$ cat src/rtl/mem_arbiter_pkg.sv
`default_nettype none
// ============================================================================
// Module      : mem_arbiter_pkg
// Description : Shared state encoding and default sizes for the memory arbiter.
// Revision    : 1.0 - initial release
// ============================================================================
package mem_arbiter_pkg;

   localparam int unsigned c_aw_def  = 16;
   localparam int unsigned c_dw_def  = 16;
   localparam int unsigned c_tmo_def = 255;

   typedef enum logic [2:0] {
      ST_IDLE    = 3'd0,
      ST_IF_BUSY = 3'd1,
      ST_DM_BUSY = 3'd2,
      ST_DUMP    = 3'd3,
      ST_HALT    = 3'd4
   } arb_state_e;

endpackage
`default_nettype wire

$ cat src/rtl/mem_arbiter_if.sv
`default_nettype none
// ============================================================================
// Module      : mem_arbiter_if
// Description : Fetch, data, memory and status signals of the memory arbiter.
// Revision    : 1.0 - initial release
// ============================================================================
interface mem_arbiter_if
   import mem_arbiter_pkg::*;
#(
   parameter int AW = c_aw_def,
   parameter int DW = c_dw_def
);
   logic          if_req;
   logic [AW-1:0] if_addr;
   logic          if_ack;
   logic [DW-1:0] if_rdata;
   logic          if_stall;

   logic          dm_en;
   logic          dm_wr;
   logic          dm_dump;
   logic [AW-1:0] dm_addr;
   logic [DW-1:0] dm_wdata;
   logic          dm_ack;
   logic [DW-1:0] dm_rdata;
   logic          dm_stall;

   logic          mem_rd;
   logic          mem_wr;
   logic [AW-1:0] mem_addr;
   logic [DW-1:0] mem_wdata;
   logic          mem_dump;
   logic [DW-1:0] mem_rdata;
   logic          mem_done;

   logic          halted;
   logic          err;

   // Arbiter side
   modport slave (
      input  if_req, if_addr, dm_en, dm_wr, dm_dump, dm_addr, dm_wdata,
             mem_rdata, mem_done,
      output if_ack, if_rdata, if_stall, dm_ack, dm_rdata, dm_stall,
             mem_rd, mem_wr, mem_addr, mem_wdata, mem_dump, halted, err
   );

   // Requesters and memory model side
   modport master (
      output if_req, if_addr, dm_en, dm_wr, dm_dump, dm_addr, dm_wdata,
             mem_rdata, mem_done,
      input  if_ack, if_rdata, if_stall, dm_ack, dm_rdata, dm_stall,
             mem_rd, mem_wr, mem_addr, mem_wdata, mem_dump, halted, err
   );

endinterface
`default_nettype wire

$ cat src/rtl/mem_arbiter_rr_pick2.sv
`default_nettype none
// ============================================================================
// Module      : rr_pick2
// Description : Two-requester round-robin picker; req[1] = data, req[0] = fetch.
// Revision    : 1.0 - initial release
// ============================================================================
module rr_pick2 (
   input  wire        clk,
   input  wire        rst_n,
   input  wire  [1:0] req,
   input  wire        adv,
   output logic [1:0] grant
);

   logic r_last_dm;

   // On a tie the port not granted last wins; data wins the first tie.
   always_comb begin
      grant = req;
      if (req == 2'b11) begin
         grant = r_last_dm ? 2'b01 : 2'b10;
      end
   end

   always_ff @(posedge clk or negedge rst_n) begin
      if (!rst_n) begin
         r_last_dm <= 1'b0;
      end else if (adv && (req == 2'b11)) begin
         r_last_dm <= ~r_last_dm;
      end
   end

endmodule
`default_nettype wire

$ cat src/rtl/mem_arbiter.sv
`default_nettype none
// ============================================================================
// Module      : mem_arbiter
// Description : Shares the unified memory between fetch and data paths, with
//               halt dump and a grant watchdog.
// Revision    : 1.0 - initial release
// ============================================================================
module mem_arbiter
   import mem_arbiter_pkg::*;
#(
   parameter int AW  = c_aw_def,
   parameter int DW  = c_dw_def,
   parameter int TMO = c_tmo_def
) (
   input  wire          clk,
   input  wire          rst_n,
   mem_arbiter_if.slave bus
);

   localparam logic [2:0] c_idle    = ST_IDLE;
   localparam logic [2:0] c_if_busy = ST_IF_BUSY;
   localparam logic [2:0] c_dm_busy = ST_DM_BUSY;
   localparam logic [2:0] c_dump    = ST_DUMP;
   localparam logic [2:0] c_halt    = ST_HALT;
   localparam logic [7:0] c_wdog_lim = 8'(TMO - 1);

   logic [2:0]    r_state;
   logic [2:0]    w_next;
   logic          r_mem_rd;
   logic          r_mem_wr;
   logic [AW-1:0] r_mem_addr;
   logic [DW-1:0] r_mem_wdata;
   logic [7:0]    r_wdog;
   logic          r_err;
   logic [1:0]    w_grant;
   logic          w_adv;
   logic          w_busy;
   logic          w_expire;
   logic          w_err_evt;

   assign w_busy   = (r_state == c_if_busy) || (r_state == c_dm_busy);
   // The TMO-th busy cycle without completion abandons the access.
   assign w_expire = w_busy && !bus.mem_done && (r_wdog == c_wdog_lim);
   assign w_adv    = (r_state == c_idle) && !bus.dm_dump;

   assign w_err_evt = (bus.mem_done && !w_busy)
                    || (bus.dm_dump && bus.dm_en)
                    || w_expire;

   rr_pick2 u_pick (
      .clk   (clk),
      .rst_n (rst_n),
      .req   ({bus.dm_en, bus.if_req}),
      .adv   (w_adv),
      .grant (w_grant)
   );

   always_comb begin
      w_next = r_state;
      case (r_state)
         c_idle: begin
            if (bus.dm_dump) begin
               w_next = c_dump;
            end else if (w_grant[1]) begin
               w_next = c_dm_busy;
            end else if (w_grant[0]) begin
               w_next = c_if_busy;
            end
         end
         c_if_busy, c_dm_busy: begin
            if (bus.mem_done || w_expire) begin
               w_next = c_idle;
            end
         end
         c_dump:  w_next = c_halt;
         c_halt:  w_next = c_halt;
         default: w_next = c_idle;
      endcase
   end

   always_ff @(posedge clk or negedge rst_n) begin
      if (!rst_n) begin
         r_state     <= c_idle;
         r_mem_rd    <= 1'b0;
         r_mem_wr    <= 1'b0;
         r_mem_addr  <= '0;
         r_mem_wdata <= '0;
         r_wdog      <= '0;
         r_err       <= 1'b0;
      end else begin
         r_state  <= w_next;
         r_mem_rd <= 1'b0;
         r_mem_wr <= 1'b0;
         if (w_busy) begin
            r_wdog <= r_wdog + 8'd1;
         end
         if ((r_state == c_idle) && (w_next == c_dm_busy)) begin
            r_mem_addr  <= bus.dm_addr;
            r_mem_wdata <= bus.dm_wdata;
            r_mem_rd    <= ~bus.dm_wr;
            r_mem_wr    <= bus.dm_wr;
            r_wdog      <= '0;
         end
         if ((r_state == c_idle) && (w_next == c_if_busy)) begin
            r_mem_addr <= bus.if_addr;
            r_mem_rd   <= 1'b1;
            r_wdog     <= '0;
         end
         if (w_err_evt) begin
            r_err <= 1'b1;
         end
      end
   end

   // Acks are combinational on mem_done; a dropped request gets no ack.
   assign bus.if_ack   = (r_state == c_if_busy) && bus.mem_done && bus.if_req;
   assign bus.dm_ack   = ((r_state == c_dm_busy) && bus.mem_done && bus.dm_en)
                       || (r_state == c_dump);
   assign bus.if_stall = bus.if_req && !bus.if_ack;
   assign bus.dm_stall = (bus.dm_en || bus.dm_dump) && !bus.dm_ack;
   assign bus.if_rdata = bus.mem_rdata;
   assign bus.dm_rdata = bus.mem_rdata;

   assign bus.mem_rd    = r_mem_rd;
   assign bus.mem_wr    = r_mem_wr;
   assign bus.mem_addr  = r_mem_addr;
   assign bus.mem_wdata = r_mem_wdata;
   assign bus.mem_dump  = (r_state == c_dump);
   assign bus.halted    = (r_state == c_halt);
   assign bus.err       = r_err;

endmodule
`default_nettype wire
$ cat src/flat_wrapper.sv
// flat-port wrapper written by rule: the top's interface ports become plain ports
module mem_arbiter_flat import mem_arbiter_pkg::*;
#(
   parameter int AW  = c_aw_def,
   parameter int DW  = c_dw_def,
   parameter int TMO = c_tmo_def
)
  (clk, rst_n, bus_if_req, bus_if_addr, bus_dm_en, bus_dm_wr, bus_dm_dump, bus_dm_addr, bus_dm_wdata, bus_mem_rdata, bus_mem_done, bus_if_ack, bus_if_rdata, bus_if_stall, bus_dm_ack, bus_dm_rdata, bus_dm_stall, bus_mem_rd, bus_mem_wr, bus_mem_addr, bus_mem_wdata, bus_mem_dump, bus_halted, bus_err);
  mem_arbiter_if #(.AW(AW), .DW(DW)) bus_i ();
  input  wire clk;
  input  wire rst_n;
  input wire logic [$bits(bus_i.if_req)-1:0] bus_if_req;
  input wire logic [$bits(bus_i.if_addr)-1:0] bus_if_addr;
  input wire logic [$bits(bus_i.dm_en)-1:0] bus_dm_en;
  input wire logic [$bits(bus_i.dm_wr)-1:0] bus_dm_wr;
  input wire logic [$bits(bus_i.dm_dump)-1:0] bus_dm_dump;
  input wire logic [$bits(bus_i.dm_addr)-1:0] bus_dm_addr;
  input wire logic [$bits(bus_i.dm_wdata)-1:0] bus_dm_wdata;
  input wire logic [$bits(bus_i.mem_rdata)-1:0] bus_mem_rdata;
  input wire logic [$bits(bus_i.mem_done)-1:0] bus_mem_done;
  output wire logic [$bits(bus_i.if_ack)-1:0] bus_if_ack;
  output wire logic [$bits(bus_i.if_rdata)-1:0] bus_if_rdata;
  output wire logic [$bits(bus_i.if_stall)-1:0] bus_if_stall;
  output wire logic [$bits(bus_i.dm_ack)-1:0] bus_dm_ack;
  output wire logic [$bits(bus_i.dm_rdata)-1:0] bus_dm_rdata;
  output wire logic [$bits(bus_i.dm_stall)-1:0] bus_dm_stall;
  output wire logic [$bits(bus_i.mem_rd)-1:0] bus_mem_rd;
  output wire logic [$bits(bus_i.mem_wr)-1:0] bus_mem_wr;
  output wire logic [$bits(bus_i.mem_addr)-1:0] bus_mem_addr;
  output wire logic [$bits(bus_i.mem_wdata)-1:0] bus_mem_wdata;
  output wire logic [$bits(bus_i.mem_dump)-1:0] bus_mem_dump;
  output wire logic [$bits(bus_i.halted)-1:0] bus_halted;
  output wire logic [$bits(bus_i.err)-1:0] bus_err;
  assign bus_i.if_req = bus_if_req;
  assign bus_i.if_addr = bus_if_addr;
  assign bus_i.dm_en = bus_dm_en;
  assign bus_i.dm_wr = bus_dm_wr;
  assign bus_i.dm_dump = bus_dm_dump;
  assign bus_i.dm_addr = bus_dm_addr;
  assign bus_i.dm_wdata = bus_dm_wdata;
  assign bus_i.mem_rdata = bus_mem_rdata;
  assign bus_i.mem_done = bus_mem_done;
  assign bus_if_ack = bus_i.if_ack;
  assign bus_if_rdata = bus_i.if_rdata;
  assign bus_if_stall = bus_i.if_stall;
  assign bus_dm_ack = bus_i.dm_ack;
  assign bus_dm_rdata = bus_i.dm_rdata;
  assign bus_dm_stall = bus_i.dm_stall;
  assign bus_mem_rd = bus_i.mem_rd;
  assign bus_mem_wr = bus_i.mem_wr;
  assign bus_mem_addr = bus_i.mem_addr;
  assign bus_mem_wdata = bus_i.mem_wdata;
  assign bus_mem_dump = bus_i.mem_dump;
  assign bus_halted = bus_i.halted;
  assign bus_err = bus_i.err;
  mem_arbiter #(.AW(AW), .DW(DW), .TMO(TMO)) u_core (.clk(clk), .rst_n(rst_n), .bus(bus_i));
endmodule
$ cat config.mk
export PLATFORM = sky130hd
export DESIGN_NAME = mem_arbiter_flat
export DESIGN_NICKNAME = d
export VERILOG_FILES = /design/src/rtl/mem_arbiter_pkg.sv /design/src/rtl/mem_arbiter_if.sv /design/src/rtl/mem_arbiter_rr_pick2.sv /design/src/rtl/mem_arbiter.sv /design/src/flat_wrapper.sv
export SDC_FILE = /design/constraint.sdc
export NUM_CORES = 1
export LEC_CHECK = 0
export ABC_CLOCK_PERIOD_IN_PS = 1900
export CAP_MARGIN = 40
export CORE_ASPECT_RATIO = 1.75
export CORE_MARGIN = 2
export CORE_UTILIZATION = 55
export DETAILED_ROUTE_END_ITERATION = 10
export DONT_BUFFER_PORTS = 1
export GPL_TIMING_DRIVEN = 0
export PLACE_DENSITY = 0.74
export SLEW_MARGIN = 20
export SYNTH_ARGS = -nofsm -noshare
export SYNTH_HDL_FRONTEND = slang
export SYNTH_SLANG_ARGS = --single-unit
$ cat constraint.sdc
create_clock -name clk -period 1.9 [get_ports clk]
set_input_delay 0.095 -clock clk [delete_from_list [all_inputs] [get_ports clk]]
set_output_delay 0.095 -clock clk [all_outputs]
set_load 0.01 [all_outputs]
==> results.md, run 1 <==
- Die Area: about 5000 µm²
- Sequential share of the synthesized area: between 40% and 50%
- Setup TNS: 0 ns
- R2r startpoint: u_core.r_state[1]$_DFF_PN0_
- Static Leak: between 1 and 1.5 nW
- Critical Path End Type: output pin
- # setup viols final: 0
- Rel. slew slack: around 66%
- Synth Register Bits: 47
- Wirelength, routed: roughly 5700 µm
- CTS tree: yes
- Yosys top cell area share: about half
- CTS H-tree depth: 2
- Final non-filler cell total: 329
- Die W: 54.3 µm
- Clock Path Buffers: 2
- Placement row count: 32
- Post-route DRC: 0
- Max Freq: about 560 MHz
- Top cells by area, synth: dfrtp_1 48%, buf_4 11%, mux2_1 6.5%
- Critical-path top delay cell: dfrtp_1
- CTS Buf Count: 5
- Vias in the first global route: between 1.5k and 2k
- Startpoint Class: flop
- Post-DR wirelength/cell: 17.2 µm
- IO buf count: 0
- Ratio of cells with drive above 1 in the final layout: between 20% and 30%
- Critical Path Start: u_core.r_state[2]$_DFF_PN0_
- Final instance area: 3070 µm²
- Combined area of the multi-input logic cells: between 800 and 900 µm²
- Worst path cell trace: clkbuf_1, nor2_1, a31oi_1
- Hold Crit Start: bus_dm_dump
- Reg clk slew, reported paths: about 0.09 ns
- Critical Path RT: around 1.8 ns
- Distinct cells, synth: 42
- Largest area contributor in the netlist: dfrtp_1
- Slew Limit Fails: 0
- Mean Syn Cell Area: 10.6 µm²
- First-pass GRT wire length: about 8400 µm
- Crit Path Class: flop to output pin
- I/O pin count: around 140
- Top-count cell post-synth: dfrtp_1
- Ys async rst share: between 90% and 100%
- Post-synth EDFFs: 0
- Number of DRC violations after detailed-routing iteration 0: 21
- Antenna violations before repair: 0
- Crit Path Max Fanout: 10
- Post-Synthesis Cell Area: 2440 µm²
- Root buffer selected by CTS: clkbuf_8
- Sequential cell area: 1180 µm²
- Via density: roughly 5.6
- Fin crit period: about 1.8 ns
- HPWL after DPL: just under 4000 µm
- Starting Density: between 50% and 60%
- Core Region: 4320 µm²
- ANT nets after route: 0
- Tightest Pin Transition: ~0.5 ns
- Total Nets Final: 350
- Post-Syn Nets: 302
- Antenna Cells: 0
- Pin count of the biggest net entering global routing: 48
- Final period util: between 90 and 100%
- Max VDD drop: between 1 and 1.5 mV
- Total power: around 4.2 mW
- Via count: about 1.8k
- Area Growth Syn to Fin: 25.8%
- CP delay by family, top: flip-flops
- CP arrival: 1.68 ns
- Grt total ovfl: 0
- Post-synth top cells: 47 x dfrtp_1, 35 x buf_4, 20 x inv_1
- Top_reg_cell synth: dfrtp_1
- DR pass1 iterations: 4
- Worst min-delay path category: input pin to flop
- Synth warn: 0
- GRT Overall Usage: about 22%
- Placed Cells: between 200 and 300
- Crit-path max cell delay: around 0.54 ns
- CTS sink count: 47
- Max Cap Viol: 0
- Final hold violation count: 0
- Status: complete, no violations
- Syn Inst Count: between 200 and 250
- Clk_lat worst skew: 0.29 ns
- Area post-placement: between 2000 and 3000 µm²
- Final GP Congestion: just under 0.8
- Unrepaired setup endpoints after global routing: false
- Skew final: roughly 0.0068 ns
- Fin util: between 70% and 80%
- Buf+Inv Stages, Crit Path: 1
- Fill count: around 330
- PD cells: around 1400 nW/µm²
- Die Y: ~92 µm
[worst paths after layout]
check	end	slack (ns)	depth (start not counted)
max reg2reg	u_core.bus.mem_wdata[9]$_DFFE_PN0P_	0.14	5
min	u_core.u_pick.r_last_dm$_DFFE_PN0P_	0.009	3
max in group asynchronous	u_core.bus.mem_addr[11]$_DFFE_PN0P_	1.38	2
min reg2reg	u_core.u_pick.r_last_dm$_DFFE_PN0P_	0.53	1
max	bus_if_stall	0.13	3
min in group asynchronous	u_core.bus.mem_wdata[6]$_DFFE_PN0P_	0.30	2
[area by class of cell]
type | count | share of cell area [%]
buffer | 43 | 10.0
clock buffer | 6 | 2.37
clock inverter | 2 | 1.96
inverter | 20 | 2.45
multi-input combinational | 119 | 28.8
sequential | 47 | 38.4
tap | 51 | 2.08
timing repair buffer | 41 | 14.0
[worst reg2reg max path, stage by stage, from the launching register on]
cell and delay [ns]:
dfrtp_1 0.37, buf_2 0.20, nor4_4 0.36, nand2_2 0.15, buf_2 0.22, mux2_1 0.36
[layer usage]
layer / GRT usage [%] / part of all wire [%]
met1: 24.6 / 35
met2: 39.4 / 54
met3: 4.56 / 8.2
met4: 10.0 / 2.6
met5: 0 / 0
[cells by family (layout without fill, tap and decap cells)]
| family | count (synthesis) | after routing | synth area share, % |
|---|---|---|---|
| xor+xnor | 9 | 9 | 3.54 |
| fa+ha+maj | 2 | 2 | 1.03 |
| compound gates | 47 | 47 | 13.0 |
| simple gates | 45 | 45 | 11.1 |
| mux | 16 | 16 | 7.39 |
| flops | 47 | 47 | 48.3 |
| buf+inv | 63 | 112 | 15.7 |
[through the flow]
step                      hold slack (ns)  setup WS (ns)
final                             0.00889          0.129
after global routing               0.0106         0.0150
after CTS                         0.00122          0.106
after detailed placement           -0.200          0.149
after global placement             -0.200          0.152
after floorplan                    -0.201          0.328
[registers in the layout, summed over array words and instances, names as in the netlist]
signal,cells
u_core.bus.err,1
u_core.bus.mem_addr,16
u_core.bus.mem_rd,1
u_core.bus.mem_wdata,16
u_core.bus.mem_wr,1
u_core.r_state,3
u_core.r_wdog,8
u_core.u_pick.r_last_dm,1
[timing repair]
item	in CTS	in global routing
endpoints found under the setup margin	0	1
gates resized for setup	0	1
buffers inserted	0	0
endpoints found under the hold margin	82	0
hold buffers	41	0
[where the power goes]
part           switching [mW]  internal [mW]
Clock                   0.331          0.526
Combinational           0.730          0.649
Sequential              0.522           1.43
Total                    1.58           2.61
[cell usage in the layout (no fill, tap or decap), types with 6 or more instances in the layout]
cell type	Yosys	final
dfrtp_1	47	47
dlygate4sd3_1	0	40
buf_4	35	35
inv_1	20	20
nor2_1	17	17
o22ai_1	16	16
mux2_1	14	14
a21oi_1	11	11
xnor2_1	8	8
a21oi_2	7	7
nand3_1	6	6
Power figures use the tool's default switching activity.
==> run 2: changes to the inputs <==
--- a/config.mk
+++ b/config.mk
@@ -13,6 +13,7 @@
 export DETAILED_ROUTE_END_ITERATION = 10
 export DONT_BUFFER_PORTS = 1
 export GPL_TIMING_DRIVEN = 0
+export HOLD_SLACK_MARGIN = 0.03
 export PLACE_DENSITY = 0.74
 export SLEW_MARGIN = 20
 export SYNTH_ARGS = -nofsm -noshare
==> run 2 against run 1 <==
  * Cell count up 3.3%
  * Setup slack lost 0.017 ns
  * Clock power about the same
  * Power up 0.21%
  * Utilization increased by 2.5 points
==> results.md, run 2 (synthesis gave the netlist of run 1 again) <==
- Critical Path End Type: output pin
- Tightest Pin Transition: between 0.5 and 0.6 ns
- Final instance area: around 3200 µm²
- Commonest non-fill, non-tap cell in the layout: dlygate4sd3_1
- Postcts setup bufs: 0
- Final hold violation count: 0
- Setup TNS: 0 ns
- CTS H-tree depth: 2
- Static Leak: 1.41 nW
- Worst min-delay path category: input pin to flop
- CP arrival: around 1.7 ns
- ANT nets after route: 0
- Number of DRC violations after detailed-routing iteration 0: 22
- Die Y: 92.1 µm
- Rel. slew slack: between 60% and 70%
- Max VDD drop: roughly 0.84 mV
- Starting Density: around 56%
- Area post-placement: between 2000 and 3000 µm²
- # setup viols final: 0
- DR pass1 iterations: 4
- CTS sink count: between 40 and 50
- Post-DR wirelength/cell: 17.1 µm
- Wirelength, routed: roughly 5800 µm
- Placed Cells: 280
- Post-route DRC: 0
- Slew Limit Fails: 0
- CTS tree: yes
- Status: complete, no violations
- PnR worst setup slack: about 0.11 ns
- IO buf count: 0
- CTS Buf Count: 5
- Max Cap Viol: 0
- Die W: roughly 54 µm
- I/O pin count: 144
- Die Area: between 5000 and 6000 µm²
- Core Region: about 4300 µm²
- Antenna violations before repair: 0
- Via density: roughly 5.6
- Root buffer selected by CTS: clkbuf_8
- HPWL after DPL: 3890 µm
- Unrepaired setup endpoints after global routing: false
- Via count: about 1.9k
- Critical Path RT: around 1.8 ns
- Ratio of cells with drive above 1 in the final layout: between 20% and 30%
- Final GP Congestion: 0.788
- Final non-filler cell total: 340
- DP Worst Slack: about 0.15 ns
- Final period util: between 90 and 100%
- Total power: roughly 4.2 mW
- PD cells: between 1000 and 1500 nW/µm²
- Reg clk slew, reported paths: ~0.09 ns
- Crit Path Max Fanout: 10
- Pin count of the biggest net entering global routing: between 40 and 50
- Placement row count: 32
- Most frequent cells in the layout: 51 x dlygate4sd3_1, 47 x dfrtp_1, 35 x buf_4
- Vias in the first global route: 1,897
- Fin util: 73.4%
- Total Nets Final: approximately 360
- GRT Overall Usage: about a quarter
- Grt total ovfl: 0
- Crit Path Class: flop to output pin
- Max Freq: 559 MHz
- Clock Path Buffers: 2
- First-pass GRT wire length: slightly below 9000 µm
- Reg2Reg Setup Slack: 0.14 ns
- Skew final: around 0.0067 ns
- Antenna Cells: 0
- Startpoint Class: flop
- Area Growth Syn to Fin: 30.2%
- Clk_lat worst skew: a little under 0.3 ns
- Fin crit period: approximately 1.8 ns
- Final hold slack: ~0.038 ns
[run 2: what timing repair did]
action / 4_1_cts / 5_1_grt
hold buffers: 52 / 0
endpoints found under the hold margin: 82 / 0
resized for setup: 0 / 2
setup endpoints to repair: 0 / 2
[run 2: report_power, final]
group / internal, mW / total (mW) / switching [mW]
logic: 0.663 / 1.39 / 0.731
clock network: 0.526 / 0.854 / 0.328
registers: 1.43 / 1.95 / 0.519
total: 2.62 / 4.20 / 1.58
[run 2: path summary, 6_finish.rpt]
kind                                                     start                                   to  depth (start not counted)
setup / recovery                   u_core.r_state[2]$_DFF_PN0_                           bus_halted                          2
hold / removal                                  bus_dm_addr[6]   u_core.bus.mem_addr[6]$_DFFE_PN0P_                          2
setup reg to reg                   u_core.r_state[1]$_DFF_PN0_  u_core.bus.mem_wdata[9]$_DFFE_PN0P_                          5
hold reg to reg            u_core.u_pick.r_last_dm$_DFFE_PN0P_  u_core.u_pick.r_last_dm$_DFFE_PN0P_                          1
max in group asynchronous                                rst_n         u_core.r_wdog[1]$_DFFE_PN0P_                          2
min in group asynchronous                                rst_n  u_core.bus.mem_addr[15]$_DFFE_PN0P_                          2
[run 2: layer usage]
layer	track usage, %	up-vias	part of all wire [%]	wire length [µm]
li1	-	870	-	-
met1	26.9	924	36	2090
met2	41.0	99	54	3140
met3	4.56	8	8.4	490
met4	8.96	0	1.5	87
met5	0	-	0	0
[run 2: worst max-delay path: stages, from the launching register on]
cell	delay, ns
dfrtp_1	0.54
clkbuf_1	0.40
nor3b_1	0.46
[run 2: final cells by class]
cell class | instances | area (µm²)
inverters | 20 | 75.1
clock inverters | 2 | 60.1
multi-input cells | 119 | 880
flip-flops and latches | 47 | 1180
plain buffers | 43 | 308
fillers | 309 | 1150
repair buffers | 52 | 538
clock buffers | 6 | 72.6
well taps | 51 | 63.8
==> run 3: changes to the inputs <==
--- a/config.mk
+++ b/config.mk
@@ -8,7 +8,7 @@
 export ABC_CLOCK_PERIOD_IN_PS = 1900
 export CAP_MARGIN = 40
 export CORE_ASPECT_RATIO = 1.75
-export CORE_MARGIN = 2
+export CORE_MARGIN = 3
 export CORE_UTILIZATION = 55
 export DETAILED_ROUTE_END_ITERATION = 10
 export DONT_BUFFER_PORTS = 1
==> run 3 against run 2 <==
  * Clock-buffer cell count is the same
  * Via count shrank 0.47%
  * Power grew 0.40%
  * First-iteration DRC count grew 50%
  * Clock power is essentially flat
  * Cell area grew 0.71%
  * Critical path type is now flop to flop
  * Critical endpoint is now u_core.bus.mem_wdata[0]$_DFFE_PN0P_
  * Largest cell class unchanged
==> results.md, run 3 (synthesis gave the netlist of run 1 again) <==
- CTS sink count: 47
- Die W: about 56 µm
- Post-DR wirelength/cell: approximately 18 µm
- R2R depth: 5
- Combined area of the multi-input logic cells: 885 µm²
- Status: complete, no violations
- Hold Path Stages: 2
- # setup viols final: 0
- Register share of total power: between 40 and 50%
- CTS H-tree depth: 2
- Total Nets Final: 363
- Static Leak: approximately 1.4 nW
- Pint: 2.63 mW
- Post-route DRC: 0
- R2r startpoint: u_core.r_state[1]$_DFF_PN0_
- CP arrival: 1.93 ns
- Max VDD drop: ~1.0 mV
- Skew final: 0.00942 ns
- Area Growth Syn to Fin: 31.1%
- DR WL met3: between 400 and 500 µm
- Most frequent cells in the layout: 53 x dlygate4sd3_1, 47 x dfrtp_1, 35 x buf_4
- Placed Cells: between 200 and 300
- Critical Path End Type: flop
- Hold Crit Start: bus_dm_addr[1]
- M1 wire length: 2140 µm
- Slew Limit Fails: 0
- Commonest non-fill, non-tap cell in the layout: dlygate4sd3_1
- Pin count of the biggest net entering global routing: 48
- Startpoint Class: flop
- Worst Hold Path EP: u_core.bus.mem_addr[1]$_DFFE_PN0P_
- Clock Path Buffers: 2
- RR Endpoint: u_core.bus.mem_wdata[0]$_DFFE_PN0P_
- First-pass GRT wire length: slightly below 10,000 µm
- Crit Path Max Fanout: 10
- Ratio of cells with drive above 1 in the final layout: 23.7%
- Final GP Congestion: around 0.76
- Antenna Cells: 0
- Reg clk slew, reported paths: 0.09 ns
- Worst min-delay path category: input pin to flop
- Antenna violations before repair: 0
- Via density: about 5.6
- PD cells: 1320 nW/µm²
- Fill count: 278
- Reg2Reg Setup Slack: ~0.14 ns
- Vias in the first global route: 1,968
- Rel. slew slack: approximately two thirds
- CTS Buf Count: 5
- Root buffer selected by CTS: clkbuf_8
- Final non-filler cell total: between 300 and 400
- CTS tree: yes
- Tightest Pin Transition: a little under 0.5 ns
- Fin crit period: between 1.5 and 2 ns
- Highest metal used: met4
- Grt total ovfl: 0
- Unrepaired setup endpoints after global routing: false
- ANT nets after route: 0
- Combinational power share: around a third
- Crit Path Class: flop to flop
- Placement row count: 31
- Postcts setup bufs: 0
- Sequential cell area: between 1000 and 1500 µm²
- Final period util: 92.6%
- Clk_lat worst skew: 0.29 ns
- Clock network power share: 20.2%
- Core Region: between 4000 and 5000 µm²
- Die Area: roughly 5300 µm²
- IO buf count: 0
- DR pass1 iterations: 4
- Net Sw Frac: 37.7%
- Max Freq: 569 MHz
- Wirelength, routed: slightly above 6000 µm
- GRT Overall Usage: between 20% and 30%
- I/O pin count: roughly 140
- Psw: about 1.6 mW
- Max Cap Viol: 0
- Routed wl met2: between 3000 and 4000 µm
- Die Y: around 94 µm
- Critical Path RT: a little over 2 ns
- Starting Density: approximately three fifths
- HPWL after DPL: between 3000 and 4000 µm
- Number of DRC violations after detailed-routing iteration 0: 33
- Via count: 1,892
- Setup TNS: 0 ns
- Final hold violation count: 0
run 3: changes by cell type in the layout (fill, tap and decap cells not counted):
cell,delta
nor3b_1,-1
dlygate4sd3_1,+2
nor3b_2,+1
run 3: how the worst max path moves through the flow:
stage               slack (ns)  cells after the start                         from                                  end
floorplan                 0.33                      5  u_core.r_state[1]$_DFF_PN0_  u_core.bus.mem_wdata[0]$_DFFE_PN0P_
global placement          0.17                      5  u_core.r_state[1]$_DFF_PN0_  u_core.bus.mem_wdata[0]$_DFFE_PN0P_
detailed placement        0.15                      6  u_core.r_state[1]$_DFF_PN0_  u_core.bus.mem_addr[11]$_DFFE_PN0P_
CTS                       0.09                      2  u_core.r_state[2]$_DFF_PN0_                           bus_halted
global route              0.03                      3  u_core.r_state[2]$_DFF_PN0_                         bus_if_stall
finish                    0.14                      5  u_core.r_state[1]$_DFF_PN0_  u_core.bus.mem_wdata[0]$_DFFE_PN0P_
run 3: metrics by stage:
stage,total power [mW],hold WS [ns],utilization (%),cell area (µm²),setup slack (ns)
finish,4.22,0.0478,76.3,3200,0.141
global route,4.48,0.0406,76.3,3200,0.0317
CTS,4.22,0.0498,76.1,3190,0.0950
detailed placement,3.26,-0.199,59.6,2500,0.147
global placement,3.19,-0.200,59.6,2500,0.168
floorplan,2.95,-0.201,-,2440,0.328
run 3: what timing repair did:
item | in CTS | in global routing
endpoints found under the setup margin | 0 | 4
hold buffers | 54 | 0
hold endpoints to repair | 82 | 0
resized for setup | 0 | 3
run 3: layout make-up:
class | count | share of cell area, %
Buffer | 43 | 9.63
Multi-Input combinational cell | 119 | 27.7
Inverter | 20 | 2.35
Tap cell | 49 | 1.92
Clock inverter | 2 | 1.88
Timing Repair Buffer | 54 | 17.5
Sequential cell | 47 | 36.8
Clock buffer | 6 | 2.27
run 3: critical path, cell delays in order (launching register included):
cell and delay [ns]:
dfrtp_1 0.37, buf_2 0.19, nor4_4 0.36, nand2_2 0.16
buf_2 0.22, mux2_1 0.35
run 3: power groups by stage:
stage               Sequential [mW]  Clock (mW)  Combinational (mW)
detailed placement             1.97           0                1.29
CTS                            1.95       0.865                1.41
global route                   2.02       0.907                1.56
global placement               1.95           0                1.24
finish                         1.96       0.851                1.41
floorplan                      1.87           0                1.08
run 3: layer usage:
layer  vias up  GRT usage, %
met4         0          6.14
met5         -             0
met2        97          44.5
met3         2          6.05
li1        875             -
met1       918          25.0
